===== src/rtl/vrased_pkg.sv =====
// Shared definitions for the VRASED reset aggregation: FSM encoding,
// monitor channel indices and the index-width helper.
package vrased_pkg;

    localparam logic [1:0] ST_IDLE  = 2'd0;
    localparam logic [1:0] ST_PULSE = 2'd1;
    localparam logic [1:0] ST_HOLD  = 2'd2;

    localparam logic [15:0] RESET_HANDLER_DEFAULT = 16'h0000;

    localparam int X_STACK = 0;
    localparam int AC      = 1;
    localparam int ATOM    = 2;
    localparam int DMA_AC  = 3;
    localparam int DMA_DET = 4;
    localparam int DMA_XS  = 5;

    // Index width for n items, never below one bit.
    function automatic int fc_width(input int n);
        int w;
        w = $clog2(n);
        if (w < 1) begin
            return 1;
        end else begin
            return w;
        end
    endfunction

endpackage


===== src/rtl/vrased_prio_enc.sv =====
// Lowest-index-first priority encoder; valid is high when any request is set.
module vrased_prio_enc
    import vrased_pkg::*;
#(
    parameter int N = 6,
    parameter int W = fc_width(N)
) (
    input  logic [N-1:0] req,
    output logic [W-1:0] idx,
    output logic         valid
);

    // Scan upward and keep the first set bit.
    always_comb begin
        idx   = '0;
        valid = 1'b0;
        for (int i = 0; i < N; i++) begin
            if (req[i] && !valid) begin
                idx   = W'(i);
                valid = 1'b1;
            end else begin
                valid = valid;
            end
        end
    end

endmodule


===== src/rtl/vrased_reset_ctrl.sv =====
// Merges the monitor violation lines into one registered MCU reset with
// minimum pulse width, optional hold-until-handler, cause capture and counter.
module vrased_reset_ctrl
    import vrased_pkg::*;
#(
    parameter int          N_SRC           = 6,
    parameter logic [15:0] RESET_HANDLER   = RESET_HANDLER_DEFAULT,
    parameter int          PULSE_CYCLES    = 4,
    parameter int          HOLD_TO_HANDLER = 1,
    parameter int          CNT_W           = 8,
    localparam int         FC_W            = fc_width(N_SRC)
) (
    input  logic              clk,
    input  logic              reset_n,
    input  logic [15:0]       pc,
    input  logic [N_SRC-1:0]  viol_in,
    input  logic [N_SRC-1:0]  viol_en,
    input  logic              clr_cause,
    output logic              reset,
    output logic              busy,
    output logic [N_SRC-1:0]  cause,
    output logic [FC_W-1:0]   first_cause,
    output logic [CNT_W-1:0]  viol_cnt
);

    localparam int            PC_W      = fc_width(PULSE_CYCLES);
    localparam logic [PC_W-1:0] PCNT_LOAD = PC_W'(PULSE_CYCLES - 1);

    logic [N_SRC-1:0] hit_s;
    logic             trig_s;
    logic [FC_W-1:0]  enc_idx_s;
    logic [1:0]       state_r,       state_nx_s;
    logic [PC_W-1:0]  pcnt_r,        pcnt_nx_s;
    logic [CNT_W-1:0] viol_cnt_r,    cnt_nx_s;
    logic [FC_W-1:0]  first_cause_r, fc_nx_s;
    logic [N_SRC-1:0] cause_r,       cause_nx_s;
    logic             reset_r;
    logic             busy_r;

    assign hit_s = viol_in & viol_en;

    vrased_prio_enc #(
        .N (N_SRC),
        .W (FC_W)
    ) u_prio_enc (
        .req   (hit_s),
        .idx   (enc_idx_s),
        .valid (trig_s)
    );

    // Next-state, pulse counter, counter and cause capture.
    always_comb begin
        state_nx_s = state_r;
        pcnt_nx_s  = pcnt_r;
        cnt_nx_s   = viol_cnt_r;
        fc_nx_s    = first_cause_r;
        cause_nx_s = cause_r | hit_s;
        case (state_r)
            ST_IDLE: begin
                // A same-cycle hit survives the clear.
                if (clr_cause) begin
                    cause_nx_s = hit_s;
                    fc_nx_s    = '0;
                end else begin
                    cause_nx_s = cause_r | hit_s;
                end
                if (trig_s) begin
                    state_nx_s = ST_PULSE;
                    pcnt_nx_s  = PCNT_LOAD;
                    cnt_nx_s   = (viol_cnt_r == {CNT_W{1'b1}}) ? viol_cnt_r
                                                               : viol_cnt_r + CNT_W'(1'b1);
                    fc_nx_s    = enc_idx_s;
                end else begin
                    state_nx_s = ST_IDLE;
                end
            end
            ST_PULSE: begin
                if (trig_s) begin
                    pcnt_nx_s = PCNT_LOAD;
                end else if (pcnt_r == '0) begin
                    state_nx_s = (HOLD_TO_HANDLER != 0) ? ST_HOLD : ST_IDLE;
                end else begin
                    pcnt_nx_s = pcnt_r - PC_W'(1'b1);
                end
            end
            ST_HOLD: begin
                // A fresh violation outranks reaching the handler.
                if (trig_s) begin
                    state_nx_s = ST_PULSE;
                    pcnt_nx_s  = PCNT_LOAD;
                end else if (pc == RESET_HANDLER) begin
                    state_nx_s = ST_IDLE;
                end else begin
                    state_nx_s = ST_HOLD;
                end
            end
            default: begin
                state_nx_s = ST_IDLE;
                pcnt_nx_s  = '0;
            end
        endcase
    end

    // State and output registers.
    always_ff @(posedge clk or negedge reset_n) begin
        if (!reset_n) begin
            state_r       <= ST_IDLE;
            pcnt_r        <= '0;
            viol_cnt_r    <= '0;
            first_cause_r <= '0;
            cause_r       <= '0;
            reset_r       <= 1'b0;
            busy_r        <= 1'b0;
        end else begin
            state_r       <= state_nx_s;
            pcnt_r        <= pcnt_nx_s;
            viol_cnt_r    <= cnt_nx_s;
            first_cause_r <= fc_nx_s;
            cause_r       <= cause_nx_s;
            reset_r       <= (state_nx_s != ST_IDLE);
            busy_r        <= (state_nx_s != ST_IDLE);
        end
    end

    assign reset       = reset_r;
    assign busy        = busy_r;
    assign cause       = cause_r;
    assign first_cause = first_cause_r;
    assign viol_cnt    = viol_cnt_r;

endmodule


===== config.mk =====
export PLATFORM = sky130hd
export DESIGN_NAME = vrased_reset_ctrl
export DESIGN_NICKNAME = d
export VERILOG_FILES = /design/src/rtl/vrased_pkg.sv /design/src/rtl/vrased_prio_enc.sv /design/src/rtl/vrased_reset_ctrl.sv
export SDC_FILE = /design/constraint.sdc
export NUM_CORES = 1
export LEC_CHECK = 0
export BUFFER_PORTS_ARGS = -buffer_cell sky130_fd_sc_hd__buf_2
export CAP_MARGIN = 20
export CORE_UTILIZATION = 45
export CTS_CLUSTER_SIZE = 12
export DETAILED_ROUTE_END_ITERATION = 12
export PLACE_DENSITY = 0.79
export SLEW_MARGIN = 0
export SYNTH_ARGS = -nofsm -noshare
export SYNTH_HDL_FRONTEND = slang
export SYNTH_HIERARCHICAL = 1
export SYNTH_SLANG_ARGS = --single-unit

===== constraint.sdc =====
create_clock -name clk -period 2.4 [get_ports clk]
set_input_delay 0.24 -clock clk [delete_from_list [all_inputs] [get_ports clk]]
set_output_delay 0.24 -clock clk [all_outputs]
set_load 0.1 [all_outputs]

# [Yosys cells after proc, flatten, opt, wreduce, memory -nomap -nowiden]
# Index checks and enable logic that the tools add are counted.
[op_classes] add_sub_neg=2 n_eq_ne=5 muxes=25 bitwise=3 reduce_logical=19
[ops] op="$mux 2" count=9
[ops] op="$logic_not 16->1" count=1
[ops] op="$mux 3" count=4
[ops] op="$mux 6" count=2
[ops] op="$add 8x1->8 const B" count=1
[ops] op="$eq 8x8->1 const B" count=1
[ops] op="$mux 1" count=8
[ops] op="$and 6x6->6" count=1
[ops] op="$or 6x6->6" count=1
[ops] op="$pmux 2 s3" count=1
[ops] op="$logic_and 1x1->1" count=5
[ops] op="$logic_not 1->1" count=5
[ops] op="$logic_not 2->1" count=2
[ops] op="$pmux 2 s2" count=1
[ops] op="$reduce_and 2->1" count=2
[ops] op="$reduce_bool 2->1" count=2
[ops] op="$ne 3x3->1 const B" count=1
[ops] op="$reduce_and 3->1" count=1
[ops] op="$eq 2x1->1 const B" count=1
[ops] op="$eq 2x2->1 const B" count=1
[ops] op="$ne 2x1->1 const B" count=1
[ops] op="$reduce_or 2->1" count=1
[ops] op="$sub 2x1->2 const B" count=1
[ops] op="$not 1->1" count=1
[totals] register_bits=22 inputBits=31

# [Longest topological paths before layout]
[depth] depth_word=20 ltp_mapped=6 mapped_depth_nobuf=6

# [Cells and area by module]
# The synthesis kept the hierarchy.
[by_module_without_submodules] module="vrased_reset_ctrl" instances=1 cells_per_inst=97 area_each_um2=1078.5 seq_area_each_um2=550.5
[by_module_without_submodules] module="vrased_prio_enc" instances=1 cells_per_inst=10 area_each_um2=57.6 seq_area_each_um2=0.0

# [Least setup slack after synthesis]
# OpenSTA, ideal clock, no wires.
[synth_timing] path_type="reg2reg" from="register viol_cnt_r[0] (netlist: viol_cnt[0])" to="register viol_cnt_r[4] (netlist: viol_cnt[4])" arrival_ns=1.893 t_required_ns=2.240 path_slack_ns=0.346 path_stages_with_launch=5 path_cell_list="dfrtp_1 > ha_1 > nand4bb_1 > or3b_1 > xnor2_1"
[synth_via] elab_chain_cells=3 elab_cells_between_ends=4 classes_between="add/sub (1); eq/ne (1); bitwise (1); reduce/logical (1)"
[synth_rtl] item="start, declared" line="vrased_reset_ctrl.sv:34" rtl="logic [CNT_W-1:0] viol_cnt_r, cnt_nx_s;"
[synth_rtl] item="start signal, assigned" line="vrased_reset_ctrl.sv:117" rtl="viol_cnt_r <= cnt_nx_s;"
[synth_rtl] item="parallel branches: the longest is 3 deep, another holds $add 8x1->8"
# Several ways; the timed one is not identified.
# A chain may end at the register's enable or synchronous reset.

# [Final worst setup path]
[layout_timing] from="input viol_in[1]" to="register viol_cnt_r[7] (netlist: viol_cnt[7])"
[layout_via] elab_chain_cells=16
[layout_rtl] item="start, declared" line="vrased_reset_ctrl.sv:16" rtl="input logic [N_SRC-1:0] viol_in,"
[layout_rtl] item="$and 6x6->6 (*)" line="vrased_reset_ctrl.sv:40" rtl="assign hit_s = viol_in & viol_en;"
[layout_rtl] item="via hit_s[1]" line="vrased_reset_ctrl.sv:29" rtl="logic [N_SRC-1:0] hit_s;"
[layout_rtl] item="$logic_and 1x1->1 (*)" line="vrased_prio_enc.sv:18" rtl="if (req[i] && !valid) begin"
[layout_rtl] item="$mux 1 (*)" line="vrased_prio_enc.sv:18"
[layout_rtl] item="$logic_not 1->1" line="vrased_prio_enc.sv:18"
[layout_rtl] item="$logic_and 1x1->1" line="vrased_prio_enc.sv:18"
[layout_rtl] item="$mux 1 (*)" line="vrased_prio_enc.sv:18"
[layout_rtl] item="$logic_not 1->1" line="vrased_prio_enc.sv:18"
[layout_rtl] item="[2 not listed]"
[layout_rtl] item="$logic_not 1->1" line="vrased_prio_enc.sv:18"
[layout_rtl] item="$logic_and 1x1->1" line="vrased_prio_enc.sv:18"
[layout_rtl] item="$mux 1 (*)" line="vrased_prio_enc.sv:18"
[layout_rtl] item="$logic_not 1->1" line="vrased_prio_enc.sv:18"
[layout_rtl] item="$logic_and 1x1->1" line="vrased_prio_enc.sv:18"
[layout_rtl] item="$mux 1 (*)" line="vrased_prio_enc.sv:18"
[layout_rtl] item="via trig_s" line="vrased_reset_ctrl.sv:30" rtl="logic trig_s;"
[layout_rtl] item="$reduce_and 3->1 (no line) (*)"
# The timed path passes the listed nets; every way through them passes the cells marked *.

==> results.yml <==
clocking:
  ctsResizeCount: 0
  cts_max_level: 1
  post_cts_buffers: 0
  clkTransAtPathRegs_ns: 0.12
  clock_latency_ns: 0.30
  root_buffer: "clkbuf_4"
  cts_sinks: 22
  max-clock-path-buffers: 2
  cts_tree: "built"
  cts_buffers: 3
logic_synthesis:
  syn_inst: 107
  yosys_warnings: 6
  synth.distinct_cells: 37
  synth_ff_type: "dfrtp_1"
  ys_ff_latch: 22
  synthArstFlopShare_pct: 100
  synth_edf_count: 0
  syn_area_um2: 1140
  synth_nets: 140
  seq_area_frac_synth_pct: 48.5
  avgSynthCellArea_um2: 10.6
finish:
  layout-drive-gt1-share_pct: 35.8
  area_growth_pct: 27.1
  multiInputGateArea_um2: 541
  stdcell_count: 187
  n_fill_cell: 199
  final_nets: 193
  diodes: 0
  seq_area_um2: 551
worst_setup_path:
  crit_path_end_kind: "flop"
  critPathKind: "in2reg"
  r2r-end: "viol_cnt[7]"
  critical_path_peak_fanout: 9
  rr_worst_depth: 3
  ff2ff_setup_slack_ns: 0.87
  cp.arrival_ns: 1.80
  cp-start-kind: "primary input"
  cp.required_ns: 2.60
  r2r_start: "state_r[0]"
route:
  via_count: 987
  top_layer: "met4"
  detail_route.wl_per_cell_um: 13.1
  dr.pass1.iters: 4
  m1WireLength_um: 1030
  routed_wl_um: 2450
  viasPerCell: 5.28
  first_iter_violations: 11
  wl_met2_um: 1250
  ant_nets: 0
  drc: 0
  wl_met3_um: 109
min_path:
  min_from: "viol_en[4]"
  hold_end: "cause[4]"
  hold_class: "in2reg"
  whs_path_depth: 3
global_routing:
  grt_pass1_vias: 939
  antenna_found_initial: 0
  grt_max_degree: 23
  grt-ovfl-total: 0
  grt_use_total_pct: 20.4
  grt_pass1_wl_um: 3950
placement:
  place_ws_ns: 0.463
  dp.cells: 182
  dpl.hpwl_um: 1970
  gp_congestion: 0.802
  io_buffers: 49
job:
  drv_cap: 0
sta:
  fmaxAchievable_mhz: 624
  min_period_ns: 1.60
  slew_headroom_pct: 67.2
  period_share_pct: 66.8
  clock_skew_ns: 0.00275
  tightest_slew_ns: 0.495
  hold_violations: 0
  fin_ws_ns: 0.796
  rsz0062_at_grt: "false"
  slew_violations: 0
  setup_viol: 0
  fin_tns_setup_ns: 0
die:
  coreArea_um2: 2300
  die-width_um: 52.2
  dieArea_um2: 2730
  rows: 17
  start_util_pct: 49.5
  die_h_um: 52.2
  ios: 50
power:
  vdd.ir_drop.worst_v: 0.000486
  leakage_nw: 0.691
  p_per_area_nw_per_um2: 591
run_status:
  outcome: "finished, final reports clean"
==> cells in the final DEF, fill, tap and decap left out, drive strengths merged <==
cell,n
nand4,2
and2,7
a21oi,2
xnor2,2
and3,1
or3,1
o32a,1
and4,1
mux2i,1
a22oi,1
inv,7
nand4bb,1
and4bb,1
mux2,5
ha,2
clkbuf,4
nor3b,1
nand3b,1
or3b,1
dfrtp,22
a221oi,1
nand2b,2
nor3,2
o21ai,6
nor2b,3
nor2,8
dlygate4sd3,1
a22o,3
a21o,6
o31ai,1
nand2,5
nor4,5
nand3,3
buf,49
==> per-layer routing <==
metal | track usage, % | up-vias
li1 | - | 491
met4 | 12.3 | 0
met1 | 21.6 | 458
met3 | 2.90 | 4
met5 | 0 | -
met2 | 37.8 | 34
==> flip-flops by register name, indices dropped and copies added, names as in the netlist <==
register and flops:
first_cause 3, busy 1, viol_cnt 8, state_r 2, cause 6, pcnt_r 2
==> worst max-delay path by stage <==
stage | startpoint | slack, ns | to
floorplan | viol_cnt[0] | 0.35 | viol_cnt[4]
global placement | viol_in[1] | 0.50 | viol_cnt[7]
detailed placement | viol_in[1] | 0.46 | viol_cnt[7]
CTS | viol_in[1] | 0.80 | viol_cnt[7]
global route | viol_in[1] | 0.70 | viol_cnt[7]
finish | viol_in[1] | 0.80 | viol_cnt[7]
==> critical path, cell delays in order <==
cell and delay [ns]:
buf_2 0.09, and2_1 0.19, nor4_2 0.30, nand2_1 0.22
nor3b_4 0.24, and4bb_1 0.21, mux2_1 0.30
==> synthesized netlist by cell type (3+ instances only) <==
| cell | count | area, um2 |
|---|---|---|
| a21o_1 | 6 | 45.0 |
| a22o_1 | 3 | 26.3 |
| and2_1 | 7 | 43.8 |
| dfrtp_1 | 22 | 551 |
| inv_1 | 7 | 26.3 |
| mux2_1 | 4 | 45.0 |
| nand2_1 | 5 | 18.8 |
| nand3_1 | 3 | 15.0 |
| nor2_1 | 8 | 30.0 |
| nor2b_1 | 3 | 18.8 |
| nor4_1 | 4 | 25.0 |
| o21ai_0 | 3 | 15.0 |
==> area by class of cell <==
cell class | count | share of cell area, %
flip-flops and latches | 22 | 38.1
multi-input cells | 76 | 37.4
repair buffers | 50 | 17.7
clock buffers | 4 | 2.51
well taps | 28 | 2.43
inverters | 7 | 1.82
==> metrics by stage <==
step / area, um2 / utilization, % / total power [mW] / hold WS (ns)
6_report: 1440 / 62.9 / 0.853 / 0.281
5_1_grt: 1440 / 62.9 / 0.899 / 0.286
4_1_cts: 1440 / 62.9 / 0.865 / 0.273
3_5_place_dp: 1400 / 60.8 / 0.658 / 0.231
3_3_place_gp: 1400 / 60.8 / 0.653 / 0.226
2_1_floorplan: 1140 / - / 0.596 / -0.0556
==> report_power, final <==
group	internal, mW	switching [mW]
clock	0.0925	0.110
combinational	0.0605	0.184
sequential	0.391	0.0149
total	0.544	0.309
==> timing repair <==
item | 4_1_cts | 5_1_grt
hold endpoints to repair | 22 | 0
setup endpoints to repair | 0 | 0
hold buffers | 1 | 0
==> kinds of logic after synthesis <==
| group | count (synthesis) | synth area share (%) |
|---|---|---|
| AO/OA/AOI/OAI | 21 | 13.1 |
| XOR/XNOR | 2 | 1.54 |
| adder cells (fa/ha/maj) | 2 | 2.20 |
| buffers and inverters | 9 | 3.97 |
| flip-flops | 22 | 48.5 |
| multiplexers | 6 | 6.17 |
| AND/OR/NAND/NOR | 45 | 24.6 |
Power figures use the tool's default switching activity.
